[src/rtl/axi_4_lite_regbank_pkg.sv]
// axi_4_lite_regbank_pkg: response codes, FSM state types and address helper shared by the register bank
package axi_4_lite_regbank_pkg;
  localparam logic [1:0] RESP_OKAY   = 2'b00;
  localparam logic [1:0] RESP_SLVERR = 2'b10;
  localparam logic [1:0] RESP_DECERR = 2'b11;
  typedef enum logic [1:0] {W_IDLE, W_HAVE_ADDR, W_HAVE_DATA, W_RESP} w_state_e;
  typedef enum logic {R_IDLE, R_DATA} r_state_e;
  function automatic int addr_lsb(input int dw);
    return (dw == 64) ? 3 : 2;
  endfunction
endpackage

[src/rtl/axi_4_lite_strb_merge.sv]
// axi_4_lite_strb_merge: per-byte select between the old register value and new write data
module axi_4_lite_strb_merge #(
  parameter int C_DATA_WIDTH = 32
) (
  input  logic [C_DATA_WIDTH-1:0]   i_old,
  input  logic [C_DATA_WIDTH-1:0]   i_new,
  input  logic [C_DATA_WIDTH/8-1:0] i_strb,
  output logic [C_DATA_WIDTH-1:0]   o_merged
);
  for (genvar b = 0; b < C_DATA_WIDTH / 8; b++) begin : g_byte
    assign o_merged[8*b +: 8] = i_strb[b] ? i_new[8*b +: 8] : i_old[8*b +: 8];
  end
endmodule

[src/rtl/axi_4_lite_regbank.sv]
// axi_4_lite_regbank: AXI4-Lite slave register bank with per-register RO/RW mode and user-side taps
module axi_4_lite_regbank
  import axi_4_lite_regbank_pkg::*;
#(
  parameter int C_AXI_DATA_WIDTH   = 32,
  parameter int C_AXI_ADDR_WIDTH   = 8,
  parameter int C_REGISTERS_NUMBER = 16,
  parameter logic [C_REGISTERS_NUMBER-1:0] C_RO_MASK = '0
) (
  input  logic                                         S_AXI_ACLK,
  input  logic                                         S_AXI_ARESET,
  input  logic                                         S_AXI_AWVALID,
  output logic                                         S_AXI_AWREADY,
  input  logic [C_AXI_ADDR_WIDTH-1:0]                  S_AXI_AWADDR,
  input  logic [2:0]                                   S_AXI_AWPROT,
  input  logic                                         S_AXI_WVALID,
  output logic                                         S_AXI_WREADY,
  input  logic [C_AXI_DATA_WIDTH-1:0]                  S_AXI_WDATA,
  input  logic [C_AXI_DATA_WIDTH/8-1:0]                S_AXI_WSTRB,
  output logic                                         S_AXI_BVALID,
  input  logic                                         S_AXI_BREADY,
  output logic [1:0]                                   S_AXI_BRESP,
  input  logic                                         S_AXI_ARVALID,
  output logic                                         S_AXI_ARREADY,
  input  logic [C_AXI_ADDR_WIDTH-1:0]                  S_AXI_ARADDR,
  input  logic [2:0]                                   S_AXI_ARPROT,
  output logic                                         S_AXI_RVALID,
  input  logic                                         S_AXI_RREADY,
  output logic [C_AXI_DATA_WIDTH-1:0]                  S_AXI_RDATA,
  output logic [1:0]                                   S_AXI_RRESP,
  output logic [C_REGISTERS_NUMBER*C_AXI_DATA_WIDTH-1:0] usr_reg_q,
  input  logic [C_REGISTERS_NUMBER*C_AXI_DATA_WIDTH-1:0] usr_ro_d,
  output logic [C_REGISTERS_NUMBER-1:0]                usr_wr_pulse
);
  localparam int DW  = C_AXI_DATA_WIDTH;
  localparam int SW  = DW / 8;
  localparam int AW  = C_AXI_ADDR_WIDTH;
  localparam int N   = C_REGISTERS_NUMBER;
  localparam int LSB = addr_lsb(DW);
  localparam int IW  = AW - LSB;

  w_state_e          r_wstate, w_wnext;
  r_state_e          r_rstate, w_rnext;
  logic [AW-1:0]     r_awaddr;
  logic [DW-1:0]     r_wdata;
  logic [SW-1:0]     r_wstrb;
  logic [1:0]        r_bresp, r_rresp;
  logic [DW-1:0]     r_rdata;
  logic [N-1:0]      r_pulse;
  logic              w_aw_hs, w_w_hs, w_ar_hs, w_commit;
  logic [AW-1:0]     w_cmt_addr;
  logic [DW-1:0]     w_cmt_data;
  logic [SW-1:0]     w_cmt_strb;
  logic [IW-1:0]     w_wr_idx, w_rd_idx;
  logic [N-1:0]      w_wr_hit, w_rd_hit;
  logic [N*DW-1:0]   w_reg_q;
  logic [DW-1:0]     w_rd_data;
  logic              w_unused;

  assign S_AXI_AWREADY = !S_AXI_ARESET && (r_wstate == W_IDLE || r_wstate == W_HAVE_DATA);
  assign S_AXI_WREADY  = !S_AXI_ARESET && (r_wstate == W_IDLE || r_wstate == W_HAVE_ADDR);
  assign S_AXI_ARREADY = !S_AXI_ARESET && r_rstate == R_IDLE;
  assign S_AXI_BVALID  = r_wstate == W_RESP;
  assign S_AXI_RVALID  = r_rstate == R_DATA;
  assign S_AXI_BRESP   = r_bresp;
  assign S_AXI_RRESP   = r_rresp;
  assign S_AXI_RDATA   = r_rdata;
  assign usr_reg_q     = w_reg_q;
  assign usr_wr_pulse  = r_pulse;

  assign w_aw_hs    = S_AXI_AWVALID && S_AXI_AWREADY;
  assign w_w_hs     = S_AXI_WVALID && S_AXI_WREADY;
  assign w_ar_hs    = S_AXI_ARVALID && S_AXI_ARREADY;
  // A write commits once both halves are in hand, whether held from earlier or arriving now
  assign w_commit   = (w_aw_hs || r_wstate == W_HAVE_ADDR) && (w_w_hs || r_wstate == W_HAVE_DATA);
  assign w_cmt_addr = r_wstate == W_HAVE_ADDR ? r_awaddr : S_AXI_AWADDR;
  assign w_cmt_data = r_wstate == W_HAVE_DATA ? r_wdata : S_AXI_WDATA;
  assign w_cmt_strb = r_wstate == W_HAVE_DATA ? r_wstrb : S_AXI_WSTRB;
  assign w_wr_idx   = w_cmt_addr[AW-1:LSB];
  assign w_rd_idx   = S_AXI_ARADDR[AW-1:LSB];
  assign w_unused   = ^{S_AXI_AWPROT, S_AXI_ARPROT, w_cmt_addr[LSB-1:0], S_AXI_ARADDR[LSB-1:0], usr_ro_d};

  // Write FSM next state
  always_comb begin
    w_wnext = w_commit ? W_RESP : (r_wstate == W_RESP && S_AXI_BREADY) ? W_IDLE :
              w_aw_hs ? W_HAVE_ADDR : w_w_hs ? W_HAVE_DATA : r_wstate;
  end

  // Read FSM next state
  always_comb begin
    w_rnext = w_ar_hs ? R_DATA : (r_rstate == R_DATA && S_AXI_RREADY) ? R_IDLE : r_rstate;
  end

  // State registers for both channels
  always_ff @(posedge S_AXI_ACLK) begin
    if (S_AXI_ARESET) begin
      r_wstate <= W_IDLE;
      r_rstate <= R_IDLE;
    end else begin
      r_wstate <= w_wnext;
      r_rstate <= w_rnext;
    end
  end

  // Hold whichever write half arrives first
  always_ff @(posedge S_AXI_ACLK) begin
    if (w_aw_hs) r_awaddr <= S_AXI_AWADDR;
    if (w_w_hs) begin
      r_wdata <= S_AXI_WDATA;
      r_wstrb <= S_AXI_WSTRB;
    end
  end

  // Write response and user pulse, decided at the commit edge
  always_ff @(posedge S_AXI_ACLK) begin
    if (S_AXI_ARESET) begin
      r_bresp <= RESP_OKAY;
      r_pulse <= '0;
    end else begin
      r_pulse <= w_commit ? (w_wr_hit & ~C_RO_MASK) : '0;
      if (w_commit)
        r_bresp <= !(|w_wr_hit) ? RESP_DECERR : |(w_wr_hit & C_RO_MASK) ? RESP_SLVERR : RESP_OKAY;
    end
  end

  // Read source select; RO registers come straight from user logic
  always_comb begin
    w_rd_data = '0;
    for (int i = 0; i < N; i++)
      if (w_rd_hit[i]) w_rd_data = C_RO_MASK[i] ? usr_ro_d[i*DW +: DW] : w_reg_q[i*DW +: DW];
  end

  // Read data capture at the AR handshake
  always_ff @(posedge S_AXI_ACLK) begin
    if (S_AXI_ARESET) begin
      r_rdata <= '0;
      r_rresp <= RESP_OKAY;
    end else if (w_ar_hs) begin
      r_rdata <= w_rd_data;
      r_rresp <= |w_rd_hit ? RESP_OKAY : RESP_DECERR;
    end
  end

  for (genvar i = 0; i < N; i++) begin : g_reg
    assign w_wr_hit[i] = w_wr_idx == IW'(i);
    assign w_rd_hit[i] = w_rd_idx == IW'(i);
    if (C_RO_MASK[i]) begin : g_ro
      assign w_reg_q[i*DW +: DW] = '0;
    end else begin : g_rw
      logic [DW-1:0] r_reg, w_merged;
      axi_4_lite_strb_merge #(.C_DATA_WIDTH(DW)) u_merge (
        .i_old(r_reg), .i_new(w_cmt_data), .i_strb(w_cmt_strb), .o_merged(w_merged)
      );
      // RW register storage, byte-merged on commit
      always_ff @(posedge S_AXI_ACLK) begin
        if (S_AXI_ARESET) r_reg <= '0;
        else if (w_commit && w_wr_hit[i]) r_reg <= w_merged;
      end
      assign w_reg_q[i*DW +: DW] = r_reg;
    end
  end
endmodule
[config.mk]
export PLATFORM = sky130hd
export DESIGN_NAME = axi_4_lite_regbank
export DESIGN_NICKNAME = d
export VERILOG_FILES = /design/src/rtl/axi_4_lite_regbank_pkg.sv /design/src/rtl/axi_4_lite_strb_merge.sv /design/src/rtl/axi_4_lite_regbank.sv
export SDC_FILE = /design/constraint.sdc
export NUM_CORES = 1
export LEC_CHECK = 0
export CAP_MARGIN = 20
export CORE_AREA = 2 2 453 455
export CTS_BUF_LIST = sky130_fd_sc_hd__clkbuf_4 sky130_fd_sc_hd__clkbuf_8
export CTS_CLUSTER_DIAMETER = 200
export DETAILED_ROUTE_END_ITERATION = 12
export DIE_AREA = 0 0 455 457
export SYNTH_ARGS = -nofsm -noshare
export SYNTH_HDL_FRONTEND = slang
export SYNTH_SLANG_ARGS = --single-unit
[constraint.sdc]
create_clock -name S_AXI_ACLK -period 2.7 [get_ports S_AXI_ACLK]
set_clock_uncertainty 0.05 [all_clocks]
set_input_delay 0.81 -clock S_AXI_ACLK [delete_from_list [all_inputs] [get_ports S_AXI_ACLK]]
set_output_delay 0.81 -clock S_AXI_ACLK [all_outputs]
set_load 0.02 [all_outputs]
==> reports/results.ini, run 1 <==
[run_status]
outcome = finished, violations left
failed_checks = setup timing

[setup_path]
crit_required_ns = 3.34
startpoint_type = primary input
reg2reg_depth = 7
critPathArrivalTime_ns = 3.37
worstSetupEndpoint = S_AXI_RDATA[27]
worstPathMaxFanout = 6
reg2reg_slack_ns = 0.06
r2r-end = S_AXI_RDATA[27]
crit_path_end_kind = flip-flop
worstSetupPathType = in -> reg
crit_start = S_AXI_ARVALID
reg2reg_from = S_AXI_RVALID

[yosys]
async_flop_share_pct = 0
synth-edff-count = 42
synth.distinct_cells = 75
synth_xor_area_share_pct = 0.0342
muxShareOfSynthArea_pct = 2.31
synth-simple-area-share_pct = 16.1
ys_ff_latch = 607
avgSynthCellArea_um2 = 9.42
synth_top_family_by_area = compound AO/OA/AOI/OAI gates
seq_area_frac_synth_pct = 49.2
synth_area_mm2 = 0.0256
synth-adder-area-share_pct = 0
yosys_warnings = 0
ys.flop_type = dfxtp_1
synth_compound_area_share_pct = 27.1
synth_cells = 2715
synth_nets = 3292

[sta]
worstMarginPinSlew_ns = 1.07
setup-violations-final = 3
tns_ns = -0.0429
hold_viol = 0
rsz0062_at_grt = no
fmax_mhz = 367
post-route-period-util_pct = 101
slew_viol_final = 0
slew_headroom_pct = 28.7
timing.final.ws_setup_ns = -0.0284
period_minus_slack_ns = 2.73

[placement]
dp_hpwl_mm = 156
place_congestion = 0.928
portBuffers = 623
place_worst_setup_slack_ns = -1.42

[floorplan]
rows = 166
die-area_mm2 = 0.208
initial_utilization_pct = 12.6
die_w_um = 455
ioPinCount = 1146
coreArea_mm2 = 0.203
die_h_um = 457

[global_route]
grtUsageTotal_pct = 17.5
grt_max_degree = 181
gr-total-overflow = 0
grt_pass1_vias = 26200
antenna_found_initial = 24
grt_pass1_wl_mm = 246

[cells_and_area]
syn_to_final_growth_pct = 60.3
multi_input_area_mm2 = 0.0118
nNetsFinal = 4220
drive_above_1_share_pct = 23.4
fillCellCount = 22400
largest_reg_flops = 512
layout.area.seq_mm2 = 0.0126

[power_and_ir_drop]
p_per_area_mw_per_mm2 = 495
ir_worst_vdd_v = 0.000301
p_total_mw = 20.3
p_leak_nw = 15.8

[clock_network]
clkLatencyLatePin_ns = 0.83
cts_buffer_depth = 3
path_clk_slew_ns = 0.07
htreeDepth = 3
ctsHoldBuffers = 0
clock_sinks = 607
cts-buffers-inserted = 100
root_buffer = clkbuf_8
cts_tree = done

[route]
drtPass1Iterations = 6
drcViolationCount = 0
vias = 27200
vias_per_cell = 4.24
drt_iter0_drc = 2569
ant_nets = 0
drt_wl_total_mm = 189
wl_per_cell_um = 29.5

[run]
cap_violations = 0

[worst_hold_path]
hold_class = in -> reg

worst max-delay path, stage by stage:
cell and delay (ns):
clkdlybuf4s50_1 0.47, or3b_2 0.60, buf_12 0.20, buf_4 0.15, a221oi_1 0.59, o211ai_1 0.27
o2111ai_1 0.20, a31oi_1 0.07
layout make-up:
class	instances	area share (%)
Sequential cell	607	30.7
Multi-Input combinational cell	1824	28.9
Timing Repair Buffer	1092	26.7
Tap cell	2688	8.20
Clock buffer	156	4.73
Clock inverter	23	0.635
Inverter	18	0.165
Antenna cell	7	0.0427
power breakdown:
part           total (mW)  switching, mW  internal [mW]  leakage [nW]
Sequential           9.19         0.0622           9.13          4.95
Combinational        1.93           1.26          0.669          9.68
Clock                9.19           4.23           4.96          1.16
synth_stat cells, types with 3 or more instances:
library cell,number,area share (%)
buf_1,7,0.10
nor2_2,18,0.44
clkbuf_1,152,2.2
a2111oi_0,3,0.10
a31o_2,4,0.14
nand2_1,79,1.2
buf_4,53,1.6
a221oi_1,72,2.5
a211oi_2,18,0.88
dfxtp_1,565,44
a21oi_1,30,0.59
and2_1,3,0.073
nor3_1,23,0.45
nand3_1,18,0.35
nor4_1,10,0.24
o21ai_0,51,1.0
edfxtp_1,42,4.9
nor2_1,580,8.5
inv_1,17,0.25
mux2_2,3,0.13
and3_1,9,0.22
a32oi_1,3,0.10
nand4_4,10,0.83
mux2i_4,5,0.44
nor4bb_1,4,0.16
o2111ai_1,20,0.68
a21boi_0,3,0.088
o221ai_1,23,0.79
o211ai_1,52,1.5
mux2i_1,43,1.7
a22oi_1,19,0.56
a211oi_1,507,15
nor2b_1,15,0.37
o22ai_1,44,1.1
or3_1,17,0.42
a222oi_1,8,0.31
buf_2,51,1.0
nor4b_1,4,0.14
a31oi_1,28,0.68
nor2_4,36,1.6
a221o_1,22,0.86
repair_timing:
| item | CTS | global route |
|---|---|---|
| endpoints found under the hold margin | 0 | 0 |
| buffers inserted | 1 | 5 |
| pin swaps | 3 | 4 |
| resized for setup | 721 | 13 |
| gates cloned | 0 | 0 |
| setup endpoints to repair | 585 | 15 |
stage by stage:
| step | hold WS [ns] | cells | utilization [%] | area, um^2 |
|---|---|---|---|---|
| 2_1_floorplan | 0.524 | 2715 | - | 25600 |
| 3_3_place_gp | 0.448 | 6223 | 19.3 | 39200 |
| 3_5_place_dp | 0.454 | 6224 | 19.3 | 39200 |
| 4_1_cts | 0.218 | 6404 | 20.1 | 40900 |
| 5_1_grt | 0.250 | 6412 | 20.2 | 41000 |
| 6_report | 0.300 | 6415 | 20.2 | 41000 |
per-layer routing:
layer / share of wire [%] / up-vias / GRT usage, % / wire, um
met5: 0.11 / - / 0 / 214
met1: 35 / 13200 / 18.1 / 65600
li1: - / 12100 / - / -
met3: 11 / 426 / 7.62 / 20400
met2: 46 / 1396 / 28.5 / 86900
met4: 8.4 / 34 / 12.1 / 15900
layout by cell type (no fill, tap or decap), types with 47 or more instances in the layout:
cell type / synthesis / layout
buf_4: 53 / 335
a211oi_1: 507 / 507
buf_12: 0 / 140
o211ai_1: 52 / 52
clkbuf_8: 0 / 123
nor2_1: 580 / 569
dlygate4sd2_1: 0 / 487
dfxtp_1: 565 / 554
clkdlybuf4s50_1: 0 / 47
o21ai_0: 51 / 51
nand2_1: 79 / 79
a221oi_1: 72 / 68
clkdlybuf4s15_2: 0 / 53
worst min-delay path by stage:
stage	start	end	slack (ns)	cells past startpoint
6_report	S_AXI_ARESET	r_wstate[0]	0.30	3
5_1_grt	S_AXI_ARESET	r_wstate[0]	0.25	3
4_1_cts	S_AXI_ARESET	r_wstate[0]	0.22	3
3_5_place_dp	g_reg[2].g_rw.r_reg[19]	g_reg[2].g_rw.r_reg[19]	0.45	2
3_3_place_gp	g_reg[2].g_rw.r_reg[19]	g_reg[2].g_rw.r_reg[19]	0.45	2
2_1_floorplan	S_AXI_RDATA[28]	S_AXI_RDATA[28]	0.52	2
logic make-up after synthesis:
| kind of cell | after synthesis |
|---|---|
| AOI/OAI and AO/OA | 918 |
| DFF | 607 |
| buffers and inverters | 284 |
| muxes | 52 |
| and+or+nand+nor | 853 |
| xor gates and xnor gates | 1 |
No activity file was read; power rests on OpenSTA's default activity.
==> run 2, diff against run 1 <==
--- a/config.mk
+++ b/config.mk
@@ -6,11 +6,12 @@
 export NUM_CORES = 1
 export LEC_CHECK = 0
 export CAP_MARGIN = 20
-export CORE_AREA = 2 2 453 455
+export CORE_AREA = 3 3 440 442
 export CTS_BUF_LIST = sky130_fd_sc_hd__clkbuf_4 sky130_fd_sc_hd__clkbuf_8
 export CTS_CLUSTER_DIAMETER = 200
 export DETAILED_ROUTE_END_ITERATION = 12
-export DIE_AREA = 0 0 455 457
+export DIE_AREA = 0 0 443 445
+export REMOVE_ABC_BUFFERS = 1
 export SYNTH_ARGS = -nofsm -noshare
 export SYNTH_HDL_FRONTEND = slang
 export SYNTH_SLANG_ARGS = --single-unit
==> run 2 against run 1 <==
The flow still finishes with violations (setup timing). Clock power shrank 2%. Maximum frequency shrank 1.3%. First-iteration DRC count grew 1.5%. Final area shrank 0.66%. Routed wire length shrank 9.4%. Combinational power shrank 7%. Sequential share of layout area grew 0.16 points. Power shrank 1.4%. Setup slack lost 0.037 ns. Critical endpoint is now S_AXI_RDATA[7]. Largest cell class unchanged. Largest power group unchanged. Highest routed layer unchanged.
==> reports/results.ini, run 2 (synthesized netlist as in run 1, its figures left out) <==
[worst_hold_path]
min_to = g_reg[6].g_rw.r_reg[11]
hold_depth = 2
hold_start = g_reg[6].g_rw.r_reg[11]
hold_class = reg -> reg

[sta]
fmax_mhz = 362
setup-violations-final = 2
holdWs_ns = 0.460
slew_viol_final = 0
timing.final.ws_setup_ns = -0.0652
hold_viol = 0
post-route-period-util_pct = 102
worstMarginPinSlew_ns = 1.08
slew_headroom_pct = 26.7
period_minus_slack_ns = 2.77

[global_route]
antenna_found_initial = 23
grt_max_degree = 148
gr-total-overflow = 0
grt_pass1_vias = 25800
grtUsageTotal_pct = 16.6
grt_pass1_wl_mm = 226

[cells_and_area]
layout_commonest_cell = nor2_1
nNetsFinal = 4196
syn_to_final_growth_pct = 59.3
multi_input_area_mm2 = 0.0120
layout_common_cells = nor2_1 (563), dfxtp_1 (561), dlygate4sd2_1 (548)
largest_reg_flops = 512
fillCellCount = 20700
layout.area.seq_mm2 = 0.0126
drive_above_1_share_pct = 22.2

[power_and_ir_drop]
clkPwrFrac_pct = 45.1
swShare_pct = 26.7
p_switching_mw = 5.34
p_int_mw = 14.7
p_comb_share_pct = 9.0
ir_worst_vdd_v = 0.000315
p_leak_nw = 15.9
p_per_area_mw_per_mm2 = 491
p_seq_share_pct = 45.9

[placement]
place_worst_setup_slack_ns = -1.26
portBuffers = 623
place_congestion = 0.936
dp_hpwl_mm = 136

[setup_path]
crit_required_ns = 3.38
reg2reg_slack_ns = 0.14
crit_path_end_kind = flip-flop
r2r-end = g_reg[4].g_rw.r_reg[18]
startpoint_type = primary input
reg2reg_depth = 10
cp_common_cell = buf_12
crit_chain = clkdlybuf4s50_1 -> buf_12 -> buf_12 -> nor4_4 -> buf_4 -> and2_4 -> buf_12 -> buf_4 -> a221oi_1 -> o211ai_1 -> o211ai_1 -> a31oi_1
critPathArrivalTime_ns = 3.44
worstPathMaxFanout = 12
worstSetupPathType = in -> reg
cp_top_family = buffers and inverters
crit_start = S_AXI_ARADDR[5]
cp.buffers_inverters = 6
critPathMaxStageDelay_ns = 0.46
slowest_stage = clkdlybuf4s50_1
reg2reg_from = r_wstate[1]

[clock_network]
cts_tree = done
root_buffer = clkbuf_8
clkLatencyLatePin_ns = 0.82
htreeDepth = 3
cts-buffers-inserted = 96
path_clk_slew_ns = 0.07
cts_buffer_depth = 3
clock_sinks = 607

[route]
ant_nets = 0
drt_iter0_drc = 2607
vias_per_cell = 4.33
drtPass1Iterations = 6
drt_wl_total_mm = 171
wl_per_cell_um = 27.5
drcViolationCount = 0
vias = 26900

[run]
cap_violations = 0

[floorplan]
die_w_um = 443
die_h_um = 445
rows = 160
die-area_mm2 = 0.197
coreArea_mm2 = 0.190
ioPinCount = 1146
initial_utilization_pct = 13.5

[run_status]
outcome = finished, violations left
failed_checks = setup timing

run 2: cell types whose count changed in the layout (fill, tap and decap cells not counted), moves of 9 or more:
cell,change
buf_12,+9
buf_4,-23
clkdlybuf4s15_1,-12
clkdlybuf4s15_2,-51
diode_2,+9
dlygate4sd2_1,+61
nor2_4,+14
run 2: power by group through the flow:
stage / sequential, mW / combinational, mW / clock [mW]
after floorplan: 9.41 / 0.580 / 0
after global placement: 9.38 / 1.79 / 0
after detailed placement: 9.38 / 1.80 / 0
after CTS: 9.18 / 1.78 / 9.22
after global routing: 9.18 / 1.88 / 9.57
final: 9.18 / 1.80 / 9.02
run 2: how the worst max path moves through the flow:
| stage | end | cells past startpoint |
|---|---|---|
| 2_1_floorplan | g_reg[0].g_rw.r_reg[7] | 5 |
| 3_3_place_gp | S_AXI_RDATA[4] | 10 |
| 3_5_place_dp | S_AXI_RDATA[4] | 10 |
| 4_1_cts | S_AXI_BVALID | 3 |
| 5_1_grt | g_reg[4].g_rw.r_reg[5] | 10 |
| 6_report | S_AXI_RDATA[7] | 12 |
run 2: per-stage QoR:
step                power, mW  utilization [%]  instance area, um^2   TNS, ns  instances
finish                   20.0             21.4                40700    -0.105       6223
global placement         11.2             20.5                39000   -180.52       6020
floorplan                9.99                -                24300  -1113.32       2449
global route             20.6             21.4                40700   -0.0170       6214
detailed placement       11.2             20.5                39000   -202.75       6020
CTS                      20.2             21.3                40500   -0.0621       6197
run 2: tightest hold or removal path, stage by stage, from the launching register on:
cell and delay [ns]:
dfxtp_1 0.31, nor2_1 0.10, a211oi_1 0.05
run 2: final cells by class:
type	count	area share (%)
antenna	16	0.0983
clock buffer	146	4.49
clock inverter	29	0.817
inverter	18	0.166
multi-input combinational	1824	29.5
sequential	607	30.9
tap	2511	7.71
timing repair buffer	1072	26.4
run 2: metal layers:
layer,vias up,global-route usage (%),wire length [um]
met5,-,0,83
met2,1419,28.5,83000
met3,435,4.27,13600
met4,12,13.6,16100
met1,13000,17.1,58400
li1,12100,-,-
run 2: timing repair:
item / CTS / global route
buffers inserted: 2 / 9
pin swaps: 1 / 6
setup endpoints to repair: 563 / 28
resized for setup: 579 / 14
hold buffers: 0 / 0
==> run 3, diff against run 2 <==
--- a/config.mk
+++ b/config.mk
@@ -8,7 +8,6 @@
 export CAP_MARGIN = 20
 export CORE_AREA = 3 3 440 442
 export CTS_BUF_LIST = sky130_fd_sc_hd__clkbuf_4 sky130_fd_sc_hd__clkbuf_8
-export CTS_CLUSTER_DIAMETER = 200
 export DETAILED_ROUTE_END_ITERATION = 12
 export DIE_AREA = 0 0 443 445
 export REMOVE_ABC_BUFFERS = 1
==> results of run 3 <==
Same layout as run 2: the final DEF is identical, and so are final timing and power.
